File: config.mk
export PLATFORM = sky130hd
export DESIGN_NAME = display_arbiter
export DESIGN_NICKNAME = d
export VERILOG_FILES = /design/src/rtl/display_pkg.sv /design/src/rtl/blink_timer.sv /design/src/rtl/display_arbiter.sv
export SDC_FILE = /design/constraint.sdc
export NUM_CORES = 1
export LEC_CHECK = 0
export ABC_AREA = 1
export CORE_ASPECT_RATIO = 1.25
export CORE_MARGIN = 2
export CORE_UTILIZATION = 46
export CTS_CLUSTER_SIZE = 8
export DETAILED_ROUTE_END_ITERATION = 10
export PLACE_DENSITY = 0.83
export SLEW_MARGIN = 20
export SYNTH_ARGS = -nofsm -noshare
export SYNTH_HDL_FRONTEND = slang
export SYNTH_SLANG_ARGS = --single-unit
File: constraint.sdc
create_clock -name clk -period 3.1 [get_ports clk]
set_input_delay 0.62 -clock clk [delete_from_list [all_inputs] [get_ports clk]]
set_output_delay 0.62 -clock clk [all_outputs]
set_load 0.02 [all_outputs]
File: src/rtl/display_pkg.sv
// Shared constants, state encoding and source-index helpers for the display arbiter.
package display_pkg;

  localparam int NUM_SRC = 4;
  localparam int SEL_W = $clog2(NUM_SRC);
  localparam int KILO = 1000;
  localparam logic [3:0] BLANK_NIBBLE = 4'hF;

  typedef enum logic [1:0] {
    ST_IDLE   = 2'd0,
    ST_MANUAL = 2'd1,
    ST_URGENT = 2'd2,
    ST_LINGER = 2'd3
  } state_t;

  function automatic logic [SEL_W-1:0] lowest_idx(input logic [NUM_SRC-1:0] v);
    lowest_idx = '0;
    for (int i = NUM_SRC - 1; i >= 0; i--) begin
      if (v[i]) lowest_idx = SEL_W'(i);
    end
  endfunction

  // First set bit strictly after s in round-robin order; s itself when no other bit is set.
  function automatic logic [SEL_W-1:0] next_rr(input logic [NUM_SRC-1:0] v,
                                               input logic [SEL_W-1:0] s);
    int j;
    next_rr = s;
    for (int k = NUM_SRC - 1; k >= 1; k--) begin
      j = (int'(s) + k) % NUM_SRC;
      if (v[j]) next_rr = SEL_W'(j);
    end
  endfunction

endpackage

File: src/rtl/blink_timer.sv
// Blink phase generator: phase_on toggles every PERIOD cycles, restart forces the on phase.
module blink_timer #(
  parameter int unsigned PERIOD = 250
) (
  input  logic clk,
  input  logic reset,
  input  logic restart,
  output logic phase_on
);

  localparam int CNT_W = (PERIOD > 1) ? $clog2(PERIOD) : 1;
  localparam logic [CNT_W-1:0] LAST = CNT_W'(PERIOD - 1);

  logic [CNT_W-1:0] cnt;

  always_ff @(posedge clk or posedge reset) begin
    if (reset) begin
      cnt      <= '0;
      phase_on <= 1'b1;
    end else if (restart) begin
      cnt      <= '0;
      phase_on <= 1'b1;
    end else if (cnt == LAST) begin
      cnt      <= '0;
      phase_on <= ~phase_on;
    end else begin
      cnt <= cnt + 1'b1;
    end
  end

endmodule

File: src/rtl/display_arbiter.sv
// Arbitrates four data sources onto one 8-digit hex display with urgent preemption and linger.
// Optional digit blinking is built when DISPLAY_BLINK_EN is defined.
module display_arbiter
  import display_pkg::*;
#(
  parameter int CLK_FREQ_HZ = 1000,
  parameter int HOLD_MS     = 1000
) (
  input  logic                 clk,
  input  logic                 reset,
  input  logic                 next_btn,
  input  logic [NUM_SRC-1:0]   req,
  input  logic [NUM_SRC-1:0]   urgent,
  input  logic [32*NUM_SRC-1:0] src_data,
  input  logic [7:0]           blink_digits,
  output logic [31:0]          all_data,
  output logic [SEL_W-1:0]     sel,
  output logic [NUM_SRC-1:0]   grant,
  output logic [NUM_SRC-1:0]   urgent_ack,
  output logic                 urgent_active
);

  localparam logic [31:0] HOLD_LOAD = 32'(HOLD_MS * CLK_FREQ_HZ / KILO - 1);
  localparam logic [NUM_SRC-1:0] SRC_ONE = NUM_SRC'(1);

  state_t             state, state_nx, ret_state;
  logic [SEL_W-1:0]   sel_nx, saved_sel, saved_nx, ret_sel, urg_low;
  logic [31:0]        cnt, cnt_nx;
  logic [NUM_SRC-1:0] urg_hit, ack_nx;
  logic [31:0]        disp_p0, data_nx;

  function automatic logic [31:0] blank_nibbles(input logic [31:0] w, input logic [7:0] mask);
    blank_nibbles = w;
    for (int k = 0; k < 8; k++) begin
      if (mask[k]) blank_nibbles[4*k +: 4] = BLANK_NIBBLE;
    end
  endfunction

  always_comb begin
    state_nx = state;
    sel_nx   = sel;
    saved_nx = saved_sel;
    cnt_nx   = cnt;
    ack_nx   = '0;
    urg_hit  = urgent & req;
    urg_low  = lowest_idx(urg_hit);

    // Where an urgent episode hands the display back to.
    ret_state = ST_MANUAL;
    ret_sel   = saved_sel;
    if (req == '0) ret_state = ST_IDLE;
    else if (!req[saved_sel]) ret_sel = next_rr(req, saved_sel);

    case (state)
      ST_IDLE, ST_MANUAL: begin
        if (urg_hit != '0) begin
          state_nx = ST_URGENT;
          saved_nx = sel;
          sel_nx   = urg_low;
        end else if (req == '0) begin
          state_nx = ST_IDLE;
        end else if (state == ST_IDLE) begin
          state_nx = ST_MANUAL;
          sel_nx   = lowest_idx(req);
        end else if (!req[sel] || next_btn) begin
          sel_nx = next_rr(req, sel);
        end
      end
      ST_URGENT: begin
        if (urg_hit != '0 && urg_low < sel) begin
          sel_nx = urg_low;
        end else if (next_btn) begin
          ack_nx   = SRC_ONE << sel;
          state_nx = ret_state;
          sel_nx   = ret_sel;
        end else if (!urg_hit[sel]) begin
          state_nx = ST_LINGER;
          cnt_nx   = HOLD_LOAD;
        end
      end
      ST_LINGER: begin
        if (urg_hit != '0) begin
          state_nx = ST_URGENT;
          sel_nx   = urg_low;
        end else if (next_btn) begin
          ack_nx   = SRC_ONE << sel;
          state_nx = ret_state;
          sel_nx   = ret_sel;
        end else if (cnt == '0) begin
          state_nx = ret_state;
          sel_nx   = ret_sel;
        end else begin
          cnt_nx = cnt - 1'b1;
        end
      end
      default: state_nx = ST_IDLE;
    endcase
  end

  always_ff @(posedge clk or posedge reset) begin
    if (reset) begin
      state      <= ST_IDLE;
      sel        <= '0;
      saved_sel  <= '0;
      cnt        <= '0;
      urgent_ack <= '0;
    end else begin
      state      <= state_nx;
      sel        <= sel_nx;
      saved_sel  <= saved_nx;
      cnt        <= cnt_nx;
      urgent_ack <= ack_nx;
    end
  end

  assign grant         = (state == ST_IDLE) ? '0 : (SRC_ONE << sel);
  assign urgent_active = (state == ST_URGENT) || (state == ST_LINGER);
  assign disp_p0       = src_data[{sel, 5'b0} +: 32];

`ifdef DISPLAY_BLINK_EN
  logic phase_on, blink_restart;
  assign blink_restart = (sel_nx != sel);

  blink_timer #(.PERIOD(CLK_FREQ_HZ / 4)) u_blink (
    .clk      (clk),
    .reset    (reset),
    .restart  (blink_restart),
    .phase_on (phase_on)
  );

  assign data_nx = phase_on ? disp_p0 : blank_nibbles(disp_p0, blink_digits);
`else
  logic unused_blink;
  assign unused_blink = ^blink_digits;
  assign data_nx      = disp_p0;
`endif

  // Display stage: one register between the selected slice and the driver.
  always_ff @(posedge clk or posedge reset) begin
    if (reset) all_data <= '0;
    else all_data <= (state == ST_IDLE) ? '0 : data_nx;
  end

endmodule

# Word-level counts from Yosys, hierarchy flattened

Cells that the tools add are included.
W data, S select, Z words.

Flip-flop bits (word level): 74
Bits of input ports: 147
Output and inout bits: 43
Logic and storage cells: 141

Add/sub/neg operators: 7
Magnitude comparators: 9
Equal/unequal tests: 16
Shift-type cells: 2
Mux-type cells: 74
Bitwise operators: 7
Reductions and logical operators: 20

Operators with widths:

| kind                    | count |
|---|---|
| $mux W32                | 7 |
| $shiftx A128 B8 Y32     | 1 |
| $mux W2                 | 34 |
| $pmux W32 S2            | 1 |
| $logic_not A32 Y1       | 1 |
| $sub A32 B1 Y32 const B | 1 |
| $lt A3 B4 Y1 const B    | 6 |
| $bmux W1 S2             | 9 |
| $mux W1                 | 16 |
| $mux W4                 | 4 |
| $reduce_or A2 Y1        | 7 |
| $ne A2 B2 Y1 const B    | 6 |
| $ne A4 B4 Y1 const B    | 3 |
| $pmux W2 S3             | 2 |
| $ne A3 B3 Y1 const B    | 3 |
| $add A2 B2 Y2 const B   | 4 |
| $pmux W4 S2             | 1 |
| $reduce_and A7 Y1       | 1 |
| $and A1 B1 Y1 const A   | 6 |
| $lt A2 B3 Y1 const B    | 2 |
| $ne A6 B6 Y1 const B    | 1 |
| $reduce_and A5 Y1       | 1 |
| $add A2 B1 Y2 const B   | 2 |
| $and A4 B4 Y4           | 1 |
| other kinds (13)        | 15 |

# Longest topological paths before layout

Gate-level depths: netlist of run 1.

Depth in word-level cells: 15
Mapped depth: 17
Gate-level depth less buffers: 15

# Least setup slack after synthesis of run 1

Ideal clock, no wire load.

Kind: reg-to-reg
Start: reg sel[1]
End: reg sel[1]
Setup time: 0.126 ns
Arrival: 2.137 ns
Data required time: 2.974 ns
Path slack: 0.837 ns
Stages on the path, launching flop included: 15
Buffers on the path: 2
Clock period less this slack: 2.263 ns
Path through: dfrtp_1 buf_2 inv_2 buf_1 ha_1 inv_1 nand3_1 nand2_1 nor2_1 nand3_1 nand3_1 nor2_1 nand2_1 nand2_1 o21ai_0

Word-level cells in the longest chain between the ends: 11
Elaborated cells between the ends (all ways): 31
Classes of those cells: add/sub: 3; order compare: 1; eq/ne: 3; mux: 20; reduce/logical: 4

RTL lines:

| item                                        | line                   | RTL |
|---|---|---|
| start: declaration                          | display_arbiter.sv:17  | `output logic [SEL_W-1:0] sel,` |
| start signal: assignment                    | display_arbiter.sv:109 | `sel <= sel_nx;` |
| $add A2 B2 Y2                               | display_pkg.sv:29      | `j = (int'(s) + k) % NUM_SRC;` |
| $bmux W1 S2                                 | display_pkg.sv:30      | `if (v[j]) next_rr = SEL_W'(j);` |
| $mux W1 (implied by the code) (2 in series) | display_pkg.sv:30      |  |
| $mux W2 (2 in series)                       | display_pkg.sv:30      |  |
| $mux W2                                     | display_arbiter.sv:65  | `end else if (!req[sel] \|\| next_btn) begin` |
| $mux W2                                     | display_arbiter.sv:62  | `end else if (state == ST_IDLE) begin` |
| $mux W2                                     | display_arbiter.sv:60  | `end else if (req == '0) begin` |
| $mux W2                                     | display_arbiter.sv:56  | `if (urg_hit != '0) begin` |
| $pmux W2 S3                                 | display_arbiter.sv:54  | `case (state)` |

Parallel ways exist; a longest one is shown, timed or not. The select of a mux whose other input is x is not followed.
A chain may end at the register's enable or synchronous reset.

# Worst setup path after layout of run 1

Start: reg sel[0]
End: out grant[0]

Word-level cells in the longest chain between the ends: 2

RTL lines:

| item             | line                   | RTL |
|---|---|---|
| $shl A1 B2 Y4    | display_arbiter.sv:116 | `assign grant = (state == ST_IDLE) ? '0 : (SRC_ONE << sel);` |
| $mux W4          | display_arbiter.sv:116 |  |
| end: declaration | display_arbiter.sv:18  | `output logic [NUM_SRC-1:0] grant,` |

Every way passes these cells.

==> run summary, run 1 <==
The initial standard-cell utilization of the core was 0.469; the required time at the endpoint of the critical path was 2.48 ns. The number of warning messages in the yosys log is 0. Leaving out fill and tap cells, the most frequent cell in the layout is sky130_fd_sc_hd__nor2_1. The average cell area after synthesis was 6.55 um2; the per-cell routed wire length was 15.3 um. The initial antenna violation count came out at 0. The final layout contains routed wiring with a total length of 16.7 mm.

The switching portion of total power was 0.477; the die span in y was 122 um. The die is 98.6 um wide. The clock period could shrink to 2.60 ns.

The kind of critical path is reg2out. The combinational fraction of design power is 0.602. Fraction of the cycle the final worst path needs: 0.838. The wire length of the first global-routing pass was 26.6 mm; the initial detailed-routing violation count was 295. For the met1 usage in global routing, the log shows 0.321.

Final RePlAce weighted congestion: 1.00. The run gives 0.497 as the routing usage on met2. The number of input and output port buffers inserted works out to 181.

The tools report the number of iterations in the first detailed-routing pass as 6. For this design the total switching power over the nets is 3.19 mW. TritonCTS built the clock tree. For the worst vdd rail ir drop, the log shows 0.604 mV. Hold repair after CTS inserted 0 buffers. The final-report setup violation count was 0. The relative max-transition margin is 0.623, and the number of global-route vias before repair is 5461. The fraction of final layout cells with drive strength greater than 1 is 0.0564. For this run, the slowest stage of the critical path takes 0.65 ns. Summed over all nets, the half-perimeter wirelength after detailed placement is 12.6 mm. In the layout the commonest cells are sky130_fd_sc_hd__nor2_1 (200), sky130_fd_sc_hd__clkdlybuf4s50_1 (181), sky130_fd_sc_hd__nand2_1 (155), sky130_fd_sc_hd__o21ai_0 (78), sky130_fd_sc_hd__dfrtp_1 (73).

The maximum level of the CTS H-tree came out at 3. The critical-path maximum fanout is 14, and the remaining global-route overflow is 0. The clock tree buffer depth was 2.

The mapped netlist covers 5140 um2. In this run, placement finished with an instance count of 1076. Max-cap violations in this run came to 0. The fraction of the yosys area taken by sequential cells was 0.360. The met3 track demand over resource in global routing came out at 0.0837. The tools report the clock tree root buffer cell as sky130_fd_sc_hd__clkbuf_16. The total number of clock tree sinks is 74, and the power density relative to cell area is 911 nW/um2.

The clock reaches the later pin of the worst-skew pair after 0.35 ns. The post-synthesis net count came out at 940. The clock network fraction of design power is 0.161. The run finished with clean final reports. Final count of pins violating max slew: 0.

For the total DRC errors in the routed layout, the log shows 0. The worst setup path is launched from a flip-flop. The count of endpoints failing hold in the final timing report is 0. Post-CTS timing repair inserted 0 buffers for setup.

For the worst clock skew, the log shows 0.00763 ns. The placement row count is 43. Among all stages on the critical path, the largest delay is contributed by sky130_fd_sc_hd__clkdlybuf4s50_1.

STA classifies the critical path endpoint as an output pin. 190 I/O pins were placed. The run gives 5787 as the detailed-route via count. The layout-stage area growth over the synthesis result was 42.8%. Busiest metal layer after global routing: met2.

The logs give 0 for the number of gates given a new drive strength after cts and 0.237 for the share of total power in sequential cells. The netlist uses 36 different library cells. Based on the critical path, the design can be clocked at up to 385 MHz. TritonCTS created 9 clock buffers. Synthesis produced a netlist whose cell count is 786. The clock-pin slew on the worst setup and hold paths was 0.06 ns.

In this run the standard cell core region covers 11000 um2. The number of nets in the layout was 1106. The startpoint identified for the worst register-to-register timing path is state[1].

Entering global routing, the biggest net connects 65 pins. In the final timing run, aggregate negative setup slack is 0 ns. For the worst setup path, the data arrival time is 1.98 ns. Counting flops and latches in the post-synthesis netlist gives 74. Setup repair after global routing left no endpoint under its margin. The detail route stage leaves a number of antenna-violating nets equal to 0. The ratio of routed vias to standard cells was 5.30.

The slew at the pin closest to its max-slew limit came out at 0.565 ns. The logs give 1092 for the non-filler instance count after layout and 3.32 nW for the cell leakage power. The type of the most critical hold path was in2async. The final antenna diode count is 0, and the die area is 12100 um2. The tools report the total track usage as 0.280. The signal on the critical path passes through inv_2 -> ha_1 -> inv_1 -> nor2_1 -> clkdlybuf4s50_1. The tools report the critical path startpoint as sel[0]. The internal power of the cells came out at 3.50 mW.
-- flip-flops by register name (all words and copies together) (netlist names) --
| name | count |
|---|---|
| cnt | 32 |
| saved_sel | 2 |
| state | 2 |
| sel | 2 |
| urgent_ack | 4 |
| all_data | 32 |
-- synthesized netlist by cell type, drive strengths merged --
library cell  number  area share
a21o               1      0.0015
a21oi             47       0.046
o21ai            110        0.11
or2               10       0.012
clkbuf             9      0.0066
xor2              15       0.026
nor3b              1      0.0015
nand3             40       0.041
nor4               1      0.0012
nor3              15       0.016
dfrtp             74        0.36
buf               28       0.029
o211ai             1      0.0015
nand2            157        0.12
nand4             10       0.012
nor2             205        0.15
inv               41       0.030
ha                 7       0.017
and2               2      0.0029
xnor2              4      0.0068
a31oi              1      0.0012
a31o               2      0.0034
nand3b             5      0.0073
-- critical path: cells and delay by family (launching register included) --
kind          cells  cell delay [ns]
flops             1             0.42
fa+ha+maj         1             0.19
buf+inv           3             0.92
simple gates      1             0.10
-- logic make-up (layout without fill, tap and decap cells) --
logic type / Yosys count / after routing / share of synthesized area
xor+xnor: 19 / 19 / 0.0323
flops: 74 / 74 / 0.360
fa+ha+maj: 7 / 7 / 0.0170
compound gates: 162 / 162 / 0.161
simple gates: 446 / 446 / 0.364
buf+inv: 78 / 249 / 0.0659
-- cell type report --
class	count	area, um2
Clock buffer	9	225
Sequential cell	74	1850
Fill cell	995	3630
Timing Repair Buffer	192	1910
Clock inverter	7	76.3
Multi-Input combinational cell	634	2960
Tap cell	135	169
Inverter	41	154
-- power groups by stage --
stage	sequential [mW]	combinational, mW	clock [mW]
after global routing	1.62	4.53	1.12
final	1.58	4.03	1.08
after floorplan	1.81	2.48	0
after CTS	1.58	4.03	1.08
after detailed placement	1.60	4.00	0
after global placement	1.59	3.96	0
-- layer usage --
metal / share of wire / routed length (um)
met2: 0.51 / 8570
met1: 0.38 / 6260
met5: 0 / 0
met4: 0.029 / 484
met3: 0.080 / 1340
-- final timing paths --
check                      cells after the start           end  slack (ns)
setup / recovery                               5      grant[0]        0.50
hold / removal                                 2  all_data[28]        0.52
setup reg to reg                               8       cnt[20]        0.90
hold reg to reg                                2        cnt[1]        0.53
max in group asynchronous                      3        sel[0]        1.93
min in group clk                               2        cnt[1]        0.53
-- metrics by stage --
stage	setup WS [ns]	hold WS (ns)	power [mW]	utilization	area, um2
after global routing	0.346	0.548	7.27	0.669	7350
after detailed placement	0.221	0.509	5.60	0.642	7040
after CTS	0.491	0.522	6.70	0.669	7350
after global placement	0.245	0.498	5.54	0.642	7040
after floorplan	0.598	0.481	4.30	-	5140
final	0.503	0.521	6.69	0.669	7350
Note: power is estimated with default switching activity, not from simulation.
==> run 2: changes to the inputs <==
clock period = 2.6 ns   (was 3.1 ns; I/O delays follow)
==> run summary, run 2 (same netlist as run 1, synthesis figures left out) <==
In the layout the commonest cells are sky130_fd_sc_hd__nor2_1 (200), sky130_fd_sc_hd__clkdlybuf4s50_1 (180), sky130_fd_sc_hd__nand2_1 (155), sky130_fd_sc_hd__o21ai_0 (78), sky130_fd_sc_hd__dfrtp_1 (73). The detail route stage leaves a number of antenna-violating nets equal to 0. Maximum level of the CTS H-tree: 3.

In the routed layout, each cell is associated on average with a via count of 5.33. The filler cells instantiated in the layout total 958. The layout-stage area growth over the synthesis result is 46.6%. The relative max-transition margin was 0.660. CTS placed an instance of sky130_fd_sc_hd__clkbuf_16 at the clock tree root. The number of buffers inserted for hold repair after clock tree synthesis was 0. For the pin with the worst max-slew slack, the measured transition is 0.510 ns. Input and output buffers added on the ports amount to 181. The tools report the launching element type of the critical path as a flip-flop.

For the initial standard-cell utilization of the core, the log shows 0.469. After detailed routing, the total wire length is 17.1 mm. The count of endpoints failing hold in the final timing report is 0. The maximum clock frequency was 400 MHz; the number of buffers created by CTS was 9.

The first global-routing pass estimated 27.4 mm of wire. The number of cells on the worst reg-to-reg path is 9. The total core area is 11000 um2, and the total DRC errors in the routed layout is 0.

Final sum of negative setup slack: 0 ns. The tools report the kind of end point of the critical path as an output pin. The most critical setup path has its startpoint at sel[0].

At the later pin of the worst-skew pair, clock insertion delay measures 0.34 ns. The shortest period the worst path allows is 2.50 ns. The total track usage is 0.285.

The clock-pin slew on the worst setup and hold paths is 0.07 ns. During I/O placement, the number of pins put on the boundary was 190. The fraction of final layout cells with drive strength greater than 1 is 0.0719, and the total number of clock tree sinks is 74. The chip width came out at 98.6 um.

The flow ran to the end, and the final reports show no timing, DRC or antenna violations. For the number of global-route vias before repair, the log shows 5662. The worst setup path is of the reg2out kind.

Across all layers, the routed design uses 5908 vias. The final RePlAce weighted congestion was 0.971; the detailed placement HPWL was 13.2 mm. For the worst setup path, the data required time is 2.08 ns. The final count of pins violating max slew came out at 0. The run gives 0.44 ns as the slack of the worst reg-to-reg path. Of all nets on the critical path, the largest fanout is 11.

Power comes to 8.42 mW. The final-report setup violation count was 0. Entering global routing, the biggest net connects 64 pins. The fraction of the cycle the final worst path needs was 0.962. The power density relative to cell area was 1120 nW/um2. TritonCTS built the clock tree. The clock tree buffer depth is 2, and the per-cell routed wire length is 15.4 um. In this run the static leakage power is 3.44 nW. The die is 122 um tall.

Worst vdd rail ir drop: 0.548 mV. The number of nets in the layout was 1122; the critical path data arrival time was 1.98 ns. The tools report the reg-to-reg critical path startpoint as sel[1]. The first detailed-routing pass ran for 6 iterations. For the initial detailed-routing violation count, the log shows 417. The library cell used most frequently in the layout, excluding fill and tap cells, is sky130_fd_sc_hd__nor2_1.

Across the whole layout, storage elements account for 1850 um2. The initial antenna violation count was 0; the area of combinational cells with multiple inputs was 2960 um2. The largest registers in the layout are all_data (32), cnt (32), urgent_ack (4). Worst flop-to-flop path endpoint: cnt[23]. The tools report the worst clock skew as 0.0104 ns. The path class of the tightest hold or removal check is in2async. The die covers 12100 um2.

Placement row count: 43. Setup repair after global routing left no endpoint under its margin. The total overflow left after global routing is 0. For the total of max-cap violations, the log shows 0.
[run 2: where the power goes]
part	total, mW	switching [mW]	internal, mW
Clock	1.47	0.520	0.948
Sequential	1.89	0.308	1.58
Combinational	5.06	3.07	1.99
Total	8.42	3.90	4.53
[run 2: layout make-up]
class,instances,area share
sequential,74,0.246
timing repair buffer,208,0.272
clock buffer,9,0.0299
antenna,1,0.000332
clock inverter,7,0.0166
inverter,41,0.0204
multi-input combinational,634,0.393
tap,135,0.0224
[run 2: metrics by stage]
step | setup WS, ns | util | instance area, um2 | hold WS [ns] | instances
3_3_place_gp | 0.0627 | 0.655 | 7190 | 0.495 | 1092
2_1_floorplan | 0.198 | - | 5140 | 0.481 | 786
5_1_grt | 0.00681 | 0.687 | 7540 | 0.446 | 1108
3_5_place_dp | 0.0291 | 0.655 | 7190 | 0.514 | 1092
4_1_cts | 0.0828 | 0.687 | 7540 | 0.407 | 1108
6_report | 0.100 | 0.687 | 7540 | 0.409 | 1109
[run 2: worst max-delay path: stages, from the launching register on]
cell	delay, ns
sky130_fd_sc_hd__dfrtp_2	0.49
sky130_fd_sc_hd__inv_2	0.19
sky130_fd_sc_hd__ha_1	0.17
sky130_fd_sc_hd__inv_1	0.05
sky130_fd_sc_hd__nor2_1	0.12
sky130_fd_sc_hd__clkdlybuf4s50_1	0.64
[run 2: worst max-delay path by stage]
stage,endpoint,cells past startpoint
after global routing,grant[2],5
final,grant[2],5
after detailed placement,cnt[6],12
after global placement,cnt[21],11
after floorplan,all_data[0],1
after CTS,grant[0],5
[run 2: metal layers]
metal  vias to the layer above  routed length [um]  GRT usage
met3                        50                1320     0.0700
li1                       2924                   -          -
met4                         0                 589      0.110
met1                      2686                6400      0.324
met2                       248                8800      0.514
met5                         -                   0          0
[run 2: repair_timing]
| action | CTS | global route |
|---|---|---|
| buffers inserted | 0 | 0 |
| resized for setup | 0 | 1 |
| setup endpoints to repair | 0 | 1 |
==> run 3: changes to the inputs <==
ABC_CLOCK_PERIOD_IN_PS = 3100   (was default)
CORE_ASPECT_RATIO = 2   (was 1.25)
CORE_UTILIZATION = 49   (was 46)
PLACE_DENSITY = 0.87   (was 0.83)
clock period = 3.1 ns   (was 2.6 ns; I/O delays follow)
==> run summary, run 3 (same netlist as run 1, synthesis figures left out) <==
The run finished with clean final reports. Entering global routing, the biggest net connects 65 pins. The ratio of routed vias to standard cells came out at 5.42. In this run the post-CTS setup repair buffer count came out at 0. The number of iterations in the first detailed-routing pass is 7.

The total of max-cap violations was 0. STA classifies the critical path endpoint as an output pin. The logs give 0 for the final count of pins violating max slew and 0 for the total DRC errors in the routed layout. The clock passes through at most 2 buffers.

The worst vdd rail ir drop was 0.683 mV. The initial standard-cell utilization of the core came out at 0.497. The startpoint identified for the worst register-to-register timing path is sel[1].

The tools report the count of endpoints failing hold in the final timing report as 0. The placement row count came out at 53. The run gives 0.904 as the final RePlAce weighted congestion.

Detailed placement finished with a half-perimeter wire length of 12.5 mm. Total core area: 10300 um2. Once the clock tree was built, the resizer swapped 0 gates to a different size.

The number of antenna diodes in the final layout is 0. The total power is 6.81 mW. The die covers 11400 um2. In this run the static leakage power is 3.34 nW. The initial antenna violation count is 0, and the final-report setup violation count is 0. The slew at the pin closest to its max-slew limit was 0.654 ns.

The detailed router finished its first iteration with 385 violations. The library cell used most frequently in the layout, excluding fill and tap cells, is sky130_fd_sc_hd__nor2_1. The fraction of final layout cells with drive strength greater than 1 was 0.0554; the worst clock skew was 0.00536 ns. The critical path data arrival time is 2.09 ns, and the layout-stage area growth over the synthesis result is 43.5%.

The most critical setup path has its startpoint at sel[0]. For this run, the top clock speed supported by timing is 369 MHz. Clock-pin slew was measured on the worst setup and hold paths at 0.06 ns. The number of clock buffers added by TritonCTS is 9. Once routing completed, OpenROAD measured the worst setup slack at 0.387 ns. The relative max-transition margin is 0.564, and the total track usage is 0.304.

The final layout contains routed wiring with a total length of 16.9 mm. Final sum of negative setup slack: 0 ns. The number of hold buffers added after CTS was 0. The detailed-route via count is 5928, and the number of input and output port buffers inserted is 181. TritonCTS built the clock tree.

In the final design database the tool counted 1106 nets. The power density relative to cell area was 923 nW/um2. Dividing the detail-routed wire length by the instance count gives 15.4 um. The remaining global-route overflow was 0.

The critical path is of the reg2out type. The type of the most critical hold path is reg2reg. In this run the remaining antenna-violating nets after routing total 0. STA classifies the critical path startpoint as a flip-flop.

The worst hold path was traced through 2 stages. The die is 149 um tall. The chip width was 76.5 um; the maximum level of the CTS H-tree was 3.

The tree built by TritonCTS fans out to 74 sinks. The library cells used most frequently in the layout, excluding fill and tap cells, are sky130_fd_sc_hd__nor2_1 (200), sky130_fd_sc_hd__clkdlybuf4s50_1 (181), sky130_fd_sc_hd__nand2_1 (155), sky130_fd_sc_hd__o21ai_0 (78), sky130_fd_sc_hd__dfrtp_1 (73). During I/O placement, the number of pins put on the boundary was 190. Of all nets on the critical path, the largest fanout is 36. The first global-routing pass estimated 27.7 mm of wire.

The shortest period the worst path allows works out to 2.71 ns. The logs give 828 for the filler cell count in the final layout and 5710 for the number of global-route vias before repair. The tools report the insertion delay to the later sink of the worst-skew pair as 0.34 ns. Required time at the endpoint of the critical path: 2.48 ns.

Setup repair after global routing left no endpoint under its margin. The number of cells on the worst reg-to-reg path is 8. Fraction of the cycle the final worst path needs: 0.875.

In this run the most critical hold path is launched from cnt[0]. The largest registers in the layout are all_data (32), cnt (32), urgent_ack (4). Placement-stage worst setup slack: 0.220 ns. Clock tree root buffer cell: sky130_fd_sc_hd__clkbuf_16.
run 3: path summary, 6_finish.rpt:
| path | end | slack, ns |
|---|---|---|
| min in group asynchronous | all_data[5] | 0.69 |
| min | cnt[0] | 0.52 |
| min reg2reg | cnt[0] | 0.52 |
| max | grant[3] | 0.39 |
| max in group asynchronous | cnt[5] | 1.74 |
| max reg2reg | cnt[5] | 0.77 |
run 3: report_power, final:
| part | switching [mW] | leakage [nW] | internal, mW |
|---|---|---|---|
| sequential | 0.248 | 0.943 | 1.33 |
| clock | 0.423 | 0.166 | 0.786 |
| combinational | 2.49 | 2.23 | 1.53 |
| total | 3.17 | 3.34 | 3.65 |
run 3: final cells by class:
cell class,count,area [um2],share of cell area
clock buffer,9,225,0.0305
clock inverter,7,116,0.0158
inverter,41,154,0.0208
multi-input combinational,634,2960,0.400
sequential,74,1850,0.251
tap,137,171,0.0232
timing repair buffer,192,1910,0.258
run 3: worst max-delay path, cell delays in order (launching register included):
cell                              delay [ns]
sky130_fd_sc_hd__dfrtp_2                0.39
sky130_fd_sc_hd__buf_4                  0.36
sky130_fd_sc_hd__ha_1                   0.21
sky130_fd_sc_hd__inv_1                  0.06
sky130_fd_sc_hd__nor2_1                 0.11
sky130_fd_sc_hd__clkdlybuf4s50_1        0.62
run 3: metrics by stage:
step	area, um2	cells	hold slack (ns)	utilization
4_1_cts	7380	1094	0.530	0.714
6_report	7380	1094	0.525	0.714
3_3_place_gp	7040	1078	0.502	0.681
5_1_grt	7380	1094	0.547	0.714
3_5_place_dp	7040	1078	0.517	0.681
2_1_floorplan	5140	786	0.481	-
run 3: metal layers:
layer | GRT usage | vias up | wire length (um) | share of wire
li1 | - | 2889 | - | -
met3 | 0.0738 | 45 | 1490 | 0.088
met2 | 0.530 | 283 | 8260 | 0.49
met1 | 0.350 | 2711 | 6470 | 0.38
met4 | 0.141 | 0 | 639 | 0.038
met5 | 0 | - | 0 | 0
